File: src/rtl/fetch_pkg.sv
// fetch_pkg: shared types, default sizes and helpers for the instruction-fetch stage.
//   fetch_state_t  - fetch FSM state (idle / run / done)
//   FETCH_ADDR_W   - default word-address width into inst_mem
//   FETCH_DATA_W   - default instruction width
//   FETCH_LAST_ADDR- default last fetchable word address
//   branch_target  - redirect target: br_pc + 1 + sign-extended imm, mod 2^FETCH_ADDR_W
package fetch_pkg;

  localparam int unsigned FETCH_ADDR_W    = 5;
  localparam int unsigned FETCH_DATA_W    = 32;
  localparam int unsigned FETCH_LAST_ADDR = 31;

  typedef enum logic [1:0] {
    StIdle,
    StRun,
    StDone
  } fetch_state_t;

  // Sign-extending and then truncating the immediate leaves exactly its low bits.
  function automatic logic [FETCH_ADDR_W-1:0] branch_target(
    input logic [FETCH_ADDR_W-1:0] br_pc,
    input logic [15:0]             br_imm
  );
    return br_pc + FETCH_ADDR_W'(1) + br_imm[FETCH_ADDR_W-1:0];
  endfunction

endpackage

File: src/rtl/fetch_next_pc.sv
// fetch_next_pc: combinational next-PC select for the fetch stage.
//   pc_i        - current PC register
//   advance_i   - a capture happens this cycle (step past pc_i unless at the end)
//   redirect_i  - taken branch; wins over advance
//   br_pc_i     - word address of the branch instruction
//   br_imm_i    - signed word offset of the branch
//   pc_next_o   - hold / pc+1 / branch target
//   at_last_o   - pc_i is the last fetchable address
module fetch_next_pc #(
  parameter int unsigned ADDR_W    = fetch_pkg::FETCH_ADDR_W,
  parameter int unsigned LAST_ADDR = fetch_pkg::FETCH_LAST_ADDR
) (
  input  logic [ADDR_W-1:0] pc_i,
  input  logic              advance_i,
  input  logic              redirect_i,
  input  logic [ADDR_W-1:0] br_pc_i,
  input  logic [15:0]       br_imm_i,
  output logic [ADDR_W-1:0] pc_next_o,
  output logic              at_last_o
);
  import fetch_pkg::*;

  assign at_last_o = (pc_i == ADDR_W'(LAST_ADDR));

  always_comb begin
    pc_next_o = pc_i;
    if (redirect_i) begin
      pc_next_o = branch_target(br_pc_i, br_imm_i);
    end else if (advance_i && !at_last_o) begin
      // No wrap: the PC parks on the last address once it has been captured.
      pc_next_o = pc_i + 1'b1;
    end
  end

endmodule

File: src/rtl/fetch_unit.sv
// fetch_unit: stallable, flushable instruction-fetch stage in front of decode.
//   clk, reset_n     - clock, synchronous active-low reset
//   start            - leave idle (sampled only while idle)
//   imem_addr        - word address to inst_mem (the PC register)
//   imem_data        - instruction returned by inst_mem in the same cycle
//   if_instr, if_pc  - registered instruction and its word address
//   if_valid         - output register holds a live instruction
//   id_ready         - decode accepts; transfer = if_valid && id_ready
//   br_taken, br_pc, br_imm - branch redirect request and its operands
//   done             - last address has been fetched
//   fetch_count      - completed transfers, saturating at 255
module fetch_unit #(
  parameter int unsigned ADDR_W    = fetch_pkg::FETCH_ADDR_W,
  parameter int unsigned DATA_W    = fetch_pkg::FETCH_DATA_W,
  parameter int unsigned LAST_ADDR = fetch_pkg::FETCH_LAST_ADDR
) (
  input  logic              clk,
  input  logic              reset_n,
  input  logic              start,
  output logic [ADDR_W-1:0] imem_addr,
  input  logic [DATA_W-1:0] imem_data,
  output logic [DATA_W-1:0] if_instr,
  output logic [ADDR_W-1:0] if_pc,
  output logic              if_valid,
  input  logic              id_ready,
  input  logic              br_taken,
  input  logic [ADDR_W-1:0] br_pc,
  input  logic [15:0]       br_imm,
  output logic              done,
  output logic [7:0]        fetch_count
);
  import fetch_pkg::*;

  fetch_state_t      state_q, state_d;
  logic [ADDR_W-1:0] pc_q, pc_d;
  logic [DATA_W-1:0] if_instr_q, if_instr_d;
  logic [ADDR_W-1:0] if_pc_q, if_pc_d;
  logic              if_valid_q, if_valid_d;
  logic [7:0]        cnt_q, cnt_d;

  logic              redirect;
  logic              capture;
  logic              transfer;
  logic              at_last;
  logic [ADDR_W-1:0] pc_next;

  // Branches are ignored while idle; in run/done they flush and win over capture.
  assign redirect = br_taken && (state_q != StIdle);
  assign capture  = (state_q == StRun) && (!if_valid_q || id_ready) && !br_taken;
  assign transfer = if_valid_q && id_ready;

  fetch_next_pc #(
    .ADDR_W    (ADDR_W),
    .LAST_ADDR (LAST_ADDR)
  ) u_next_pc (
    .pc_i       (pc_q),
    .advance_i  (capture),
    .redirect_i (redirect),
    .br_pc_i    (br_pc),
    .br_imm_i   (br_imm),
    .pc_next_o  (pc_next),
    .at_last_o  (at_last)
  );

  always_comb begin
    state_d    = state_q;
    pc_d       = pc_next;
    if_instr_d = if_instr_q;
    if_pc_d    = if_pc_q;
    if_valid_d = if_valid_q;
    cnt_d      = cnt_q;

    // A transfer in a redirect cycle still counts.
    if (transfer && (cnt_q != 8'hFF)) begin
      cnt_d = cnt_q + 8'd1;
    end

    case (state_q)
      StIdle: begin
        if (start) begin
          state_d = StRun;
        end
      end
      StRun: begin
        if (redirect) begin
          if_valid_d = 1'b0;
        end else if (capture) begin
          if_instr_d = imem_data;
          if_pc_d    = pc_q;
          if_valid_d = 1'b1;
          if (at_last) begin
            state_d = StDone;
          end
        end
      end
      StDone: begin
        if (redirect) begin
          if_valid_d = 1'b0;
          state_d    = StRun;
        end else if (transfer) begin
          if_valid_d = 1'b0;
        end
      end
      default: begin
        state_d    = StIdle;
        if_valid_d = 1'b0;
      end
    endcase
  end

  always_ff @(posedge clk) begin
    if (!reset_n) begin
      state_q    <= StIdle;
      pc_q       <= '0;
      if_instr_q <= '0;
      if_pc_q    <= '0;
      if_valid_q <= 1'b0;
      cnt_q      <= '0;
    end else begin
      state_q    <= state_d;
      pc_q       <= pc_d;
      if_instr_q <= if_instr_d;
      if_pc_q    <= if_pc_d;
      if_valid_q <= if_valid_d;
      cnt_q      <= cnt_d;
    end
  end

  assign imem_addr   = pc_q;
  assign if_instr    = if_instr_q;
  assign if_pc       = if_pc_q;
  assign if_valid    = if_valid_q;
  assign done        = (state_q == StDone);
  assign fetch_count = cnt_q;

endmodule

File: config.mk
export PLATFORM = sky130hd
export DESIGN_NAME = fetch_unit
export DESIGN_NICKNAME = d
export VERILOG_FILES = /design/src/rtl/fetch_pkg.sv /design/src/rtl/fetch_next_pc.sv /design/src/rtl/fetch_unit.sv
export SDC_FILE = /design/constraint.sdc
export NUM_CORES = 1
export LEC_CHECK = 0
export ABC_AREA = 0
export CAP_MARGIN = 20
export CORE_MARGIN = 1.5
export CORE_UTILIZATION = 24
export CTS_BUF_LIST = sky130_fd_sc_hd__clkbuf_16
export DETAILED_ROUTE_END_ITERATION = 7
export DONT_BUFFER_PORTS = 1
export GPL_ROUTABILITY_DRIVEN = 1
export GPL_TIMING_DRIVEN = 0
export PLACE_DENSITY = 0.36
export REMOVE_ABC_BUFFERS = 1
export SETUP_SLACK_MARGIN = 0.4
export SLEW_MARGIN = 40
export SYNTH_ARGS = -nofsm -noshare
export SYNTH_HDL_FRONTEND = slang
export SYNTH_SLANG_ARGS = --single-unit
File: constraint.sdc
create_clock -name clk -period 5 [get_ports clk]
set_clock_uncertainty 0.2 [all_clocks]
set_input_delay 1 -clock clk [delete_from_list [all_inputs] [get_ports clk]]
set_output_delay 1 -clock clk [all_outputs]
set_load 0.01 [all_outputs]
==> impl_metrics.env <==
export IMPL_antenna_found_initial=0
export IMPL_syn_instance_count=279
export IMPL_cp_required_ps=5010
export IMPL_outcome="finished clean"
export IMPL_reg2reg_depth=4
export IMPL_nFillCells=1007
export IMPL_numCtsBuffers=5
export IMPL_wl_per_cell_um=14.1
export IMPL_grt_max_degree=46
export IMPL_layout_common_cells="85 x nand2_1, 53 x dfxtp_1, 48 x a21oi_1"
export IMPL_dpl_hpwl_um=3830
export IMPL_place_congestion=0.702
export IMPL_min_period_ps=2480
export IMPL_cts_max_path_buffers=2
export IMPL_portBuffers=0
export IMPL_area_growth_pct=12.4
export IMPL_drc=0
export IMPL_power_density_mw_per_mm2=343
export IMPL_final_common_cell="nand2_1"
export IMPL_yosys_warnings=0
export IMPL_grtUsageTotal_pct=10.8
export IMPL_slew_viol_final=0
export IMPL_grt_overflow_total=0
export IMPL_dieArea_mm2=0.0100
export IMPL_num_vias=1845
export IMPL_r2r_slack_ps=2790
export IMPL_drt_initial_drc_count=31
export IMPL_setup_tns_ps=0
export IMPL_cp_max_fo=12
export IMPL_num_rows=35
export IMPL_maxSlewHeadroom_pct=65.2
export IMPL_crit_start="br_taken"
export IMPL_p_switching_uw=219
export IMPL_synthXorXnorAreaFrac_pct=1.94
export IMPL_routed_via_density=4.78
export IMPL_hold_class="reg2reg"
export IMPL_synth_compound_area_share_pct=16.5
export IMPL_ctsHoldBuffers=0
export IMPL_ant_nets=0
export IMPL_cts_clk_slew_worst_paths_ps=70
export IMPL_power_share_combinational_pct=8.4
export IMPL_cts_htree_levels=2
export IMPL_synth_edf_count=0
export IMPL_first_global_vias=1647
export IMPL_dr_pass1_iters=4
export IMPL_die_w_um=100
export IMPL_grt_pass1_wl_um=8510
export IMPL_internal_power_uw=653
export IMPL_yosysSeqAreaShare_pct=47.0
export IMPL_synth_fa_ha_area_share_pct=4.76
export IMPL_cp_endpoint="imem_addr[4]"
export IMPL_post_cts_buffers=0
export IMPL_p_leak_uw=0.000872
export IMPL_cp_start_kind="input port"
export IMPL_timing_final_ws_setup_ps=2520
export IMPL_core_area_mm2=0.00920
export IMPL_start_util_pct=24.6
export IMPL_hold_viol_final=0
export IMPL_setup_viol=0
export IMPL_r2r_end="imem_addr[4]"
export IMPL_fmax_ghz=0.404
export IMPL_synth_simple_area_share_pct=24.1
export IMPL_cts_tree="built"
export IMPL_antenna_cells=0
export IMPL_io_pins=110
export IMPL_crit_type="in2reg"
export IMPL_ys_async_sr_fraction_pct=0
export IMPL_tightest_slew_ps=515
export IMPL_synthMuxAreaShare_pct=1.77
export IMPL_synth_seq_cells=53
export IMPL_fin_crit_sh_pct=49.6
export IMPL_clock_sinks=53
export IMPL_p_seq_share_pct=52.8
export IMPL_drive_above_1_share_pct=5.45
export IMPL_rr_startpoint="state_q[0]"
export IMPL_critPathCaptureType="register"
export IMPL_synth_avg_cell_area_um2=8.09
export IMPL_synth_top_flop_cell="dfxtp_1"
export IMPL_pwr_share_clk_pct=38.8
export IMPL_p_sw_share_pct=25.1
export IMPL_rsz0062_at_grt="false"
export IMPL_wl_um=5460
export IMPL_postCtsResizedCells=0
export IMPL_root_buffer="clkbuf_16"
export IMPL_syn_area_mm2=0.00226
export IMPL_clk_latency_ps=290
export IMPL_max_cap_violations=0
export IMPL_die_y_um=100
export IMPL_pre_cts_ws_ps=2210
export IMPL_crit_arrival_ps=2490
export IMPL_nets=340
export IMPL_synth_distinct_cells=38
export IMPL_ir_drop_mv=0.115
export IMPL_synth_top_family_by_area="simple AND/OR/NAND/NOR gates"
-- registers in the layout (all words and copies together), names as in the netlist --
register and count:
state_q 2, if_valid 1, if_instr 32, if_pc 5
fetch_count 8, imem_addr 5
-- synthesized netlist by cell type (4+ instances only) --
cell type	instances	share of area (%)
a21oi_1	48	11
and3_1	4	1.1
buf_2	8	1.8
clkbuf_1	5	0.83
dfxtp_1	53	47
ha_1	7	3.9
inv_1	5	0.83
mux2i_1	4	1.8
nand2_1	85	14
nand3_1	5	1.1
nor2_1	8	1.3
nor2b_1	4	1.1
o21ai_0	4	0.89
-- power groups by stage --
| stage | Combinational, µW | Clock [µW] | Sequential [µW] |
|---|---|---|---|
| after floorplan | 53.1 | 0 | 466 |
| after global placement | 68.6 | 0 | 471 |
| after detailed placement | 74.8 | 0 | 471 |
| after CTS | 75.2 | 359 | 461 |
| after global routing | 84.5 | 379 | 463 |
| final | 73.2 | 338 | 461 |
-- cells by family after synthesis --
logic type,count (synthesis)
AOI/OAI and AO/OA,66
xor gates and xnor gates,5
adders and majority gates,8
buffers and inverters,20
DFF,53
muxes,4
and+or+nand+nor,123
-- worst min-delay path by stage --
stage                       from      endpoint  slack [ps]  cells after the start
floorplan            if_instr[0]   if_instr[0]         280                      2
global placement    if_instr[12]  if_instr[12]         290                      2
detailed placement  if_instr[12]  if_instr[12]         290                      2
CTS                 if_instr[12]  if_instr[12]         300                      2
global route        if_instr[21]  if_instr[21]         320                      2
finish              if_instr[10]  if_instr[10]         300                      2
-- worst max-delay path: stages --
cell and delay, ps:
or3b_1 470, or2_2 490, o311a_1 340, a211oi_2 180
-- area by class of cell --
cell class / count / area [µm²] / area share (%)
Tap cell: 111 / 139 / 5.47
Clock buffer: 5 / 125 / 4.93
Multi-Input combinational cell: 206 / 1120 / 44.0
Timing Repair Buffer: 2 / 55.1 / 2.17
Inverter: 6 / 25.0 / 0.986
Sequential cell: 53 / 1060 / 41.8
Clock inverter: 3 / 17.5 / 0.690
-- routing by layer --
| layer | vias to the layer above | GRT usage (%) | share of wire [%] |
|---|---|---|---|
| li1 | 934 | - | - |
| met1 | 822 | 13.7 | 46 |
| met2 | 85 | 16.5 | 43 |
| met3 | 4 | 4.53 | 10 |
| met4 | 0 | 3.58 | 1.1 |
| met5 | - | 0 | 0 |
-- stage by stage --
step	hold WS, ps	util [%]	cell area [µm²]	cells	total power, µW
after global placement	288	25.3	2330	376	540
after detailed placement	292	26.1	2400	378	546
after global routing	315	27.6	2540	386	926
after CTS	303	27.6	2540	386	895
after floorplan	281	-	2190	265	519
final	299	27.6	2540	386	872
Power figures use the tool's default switching activity.
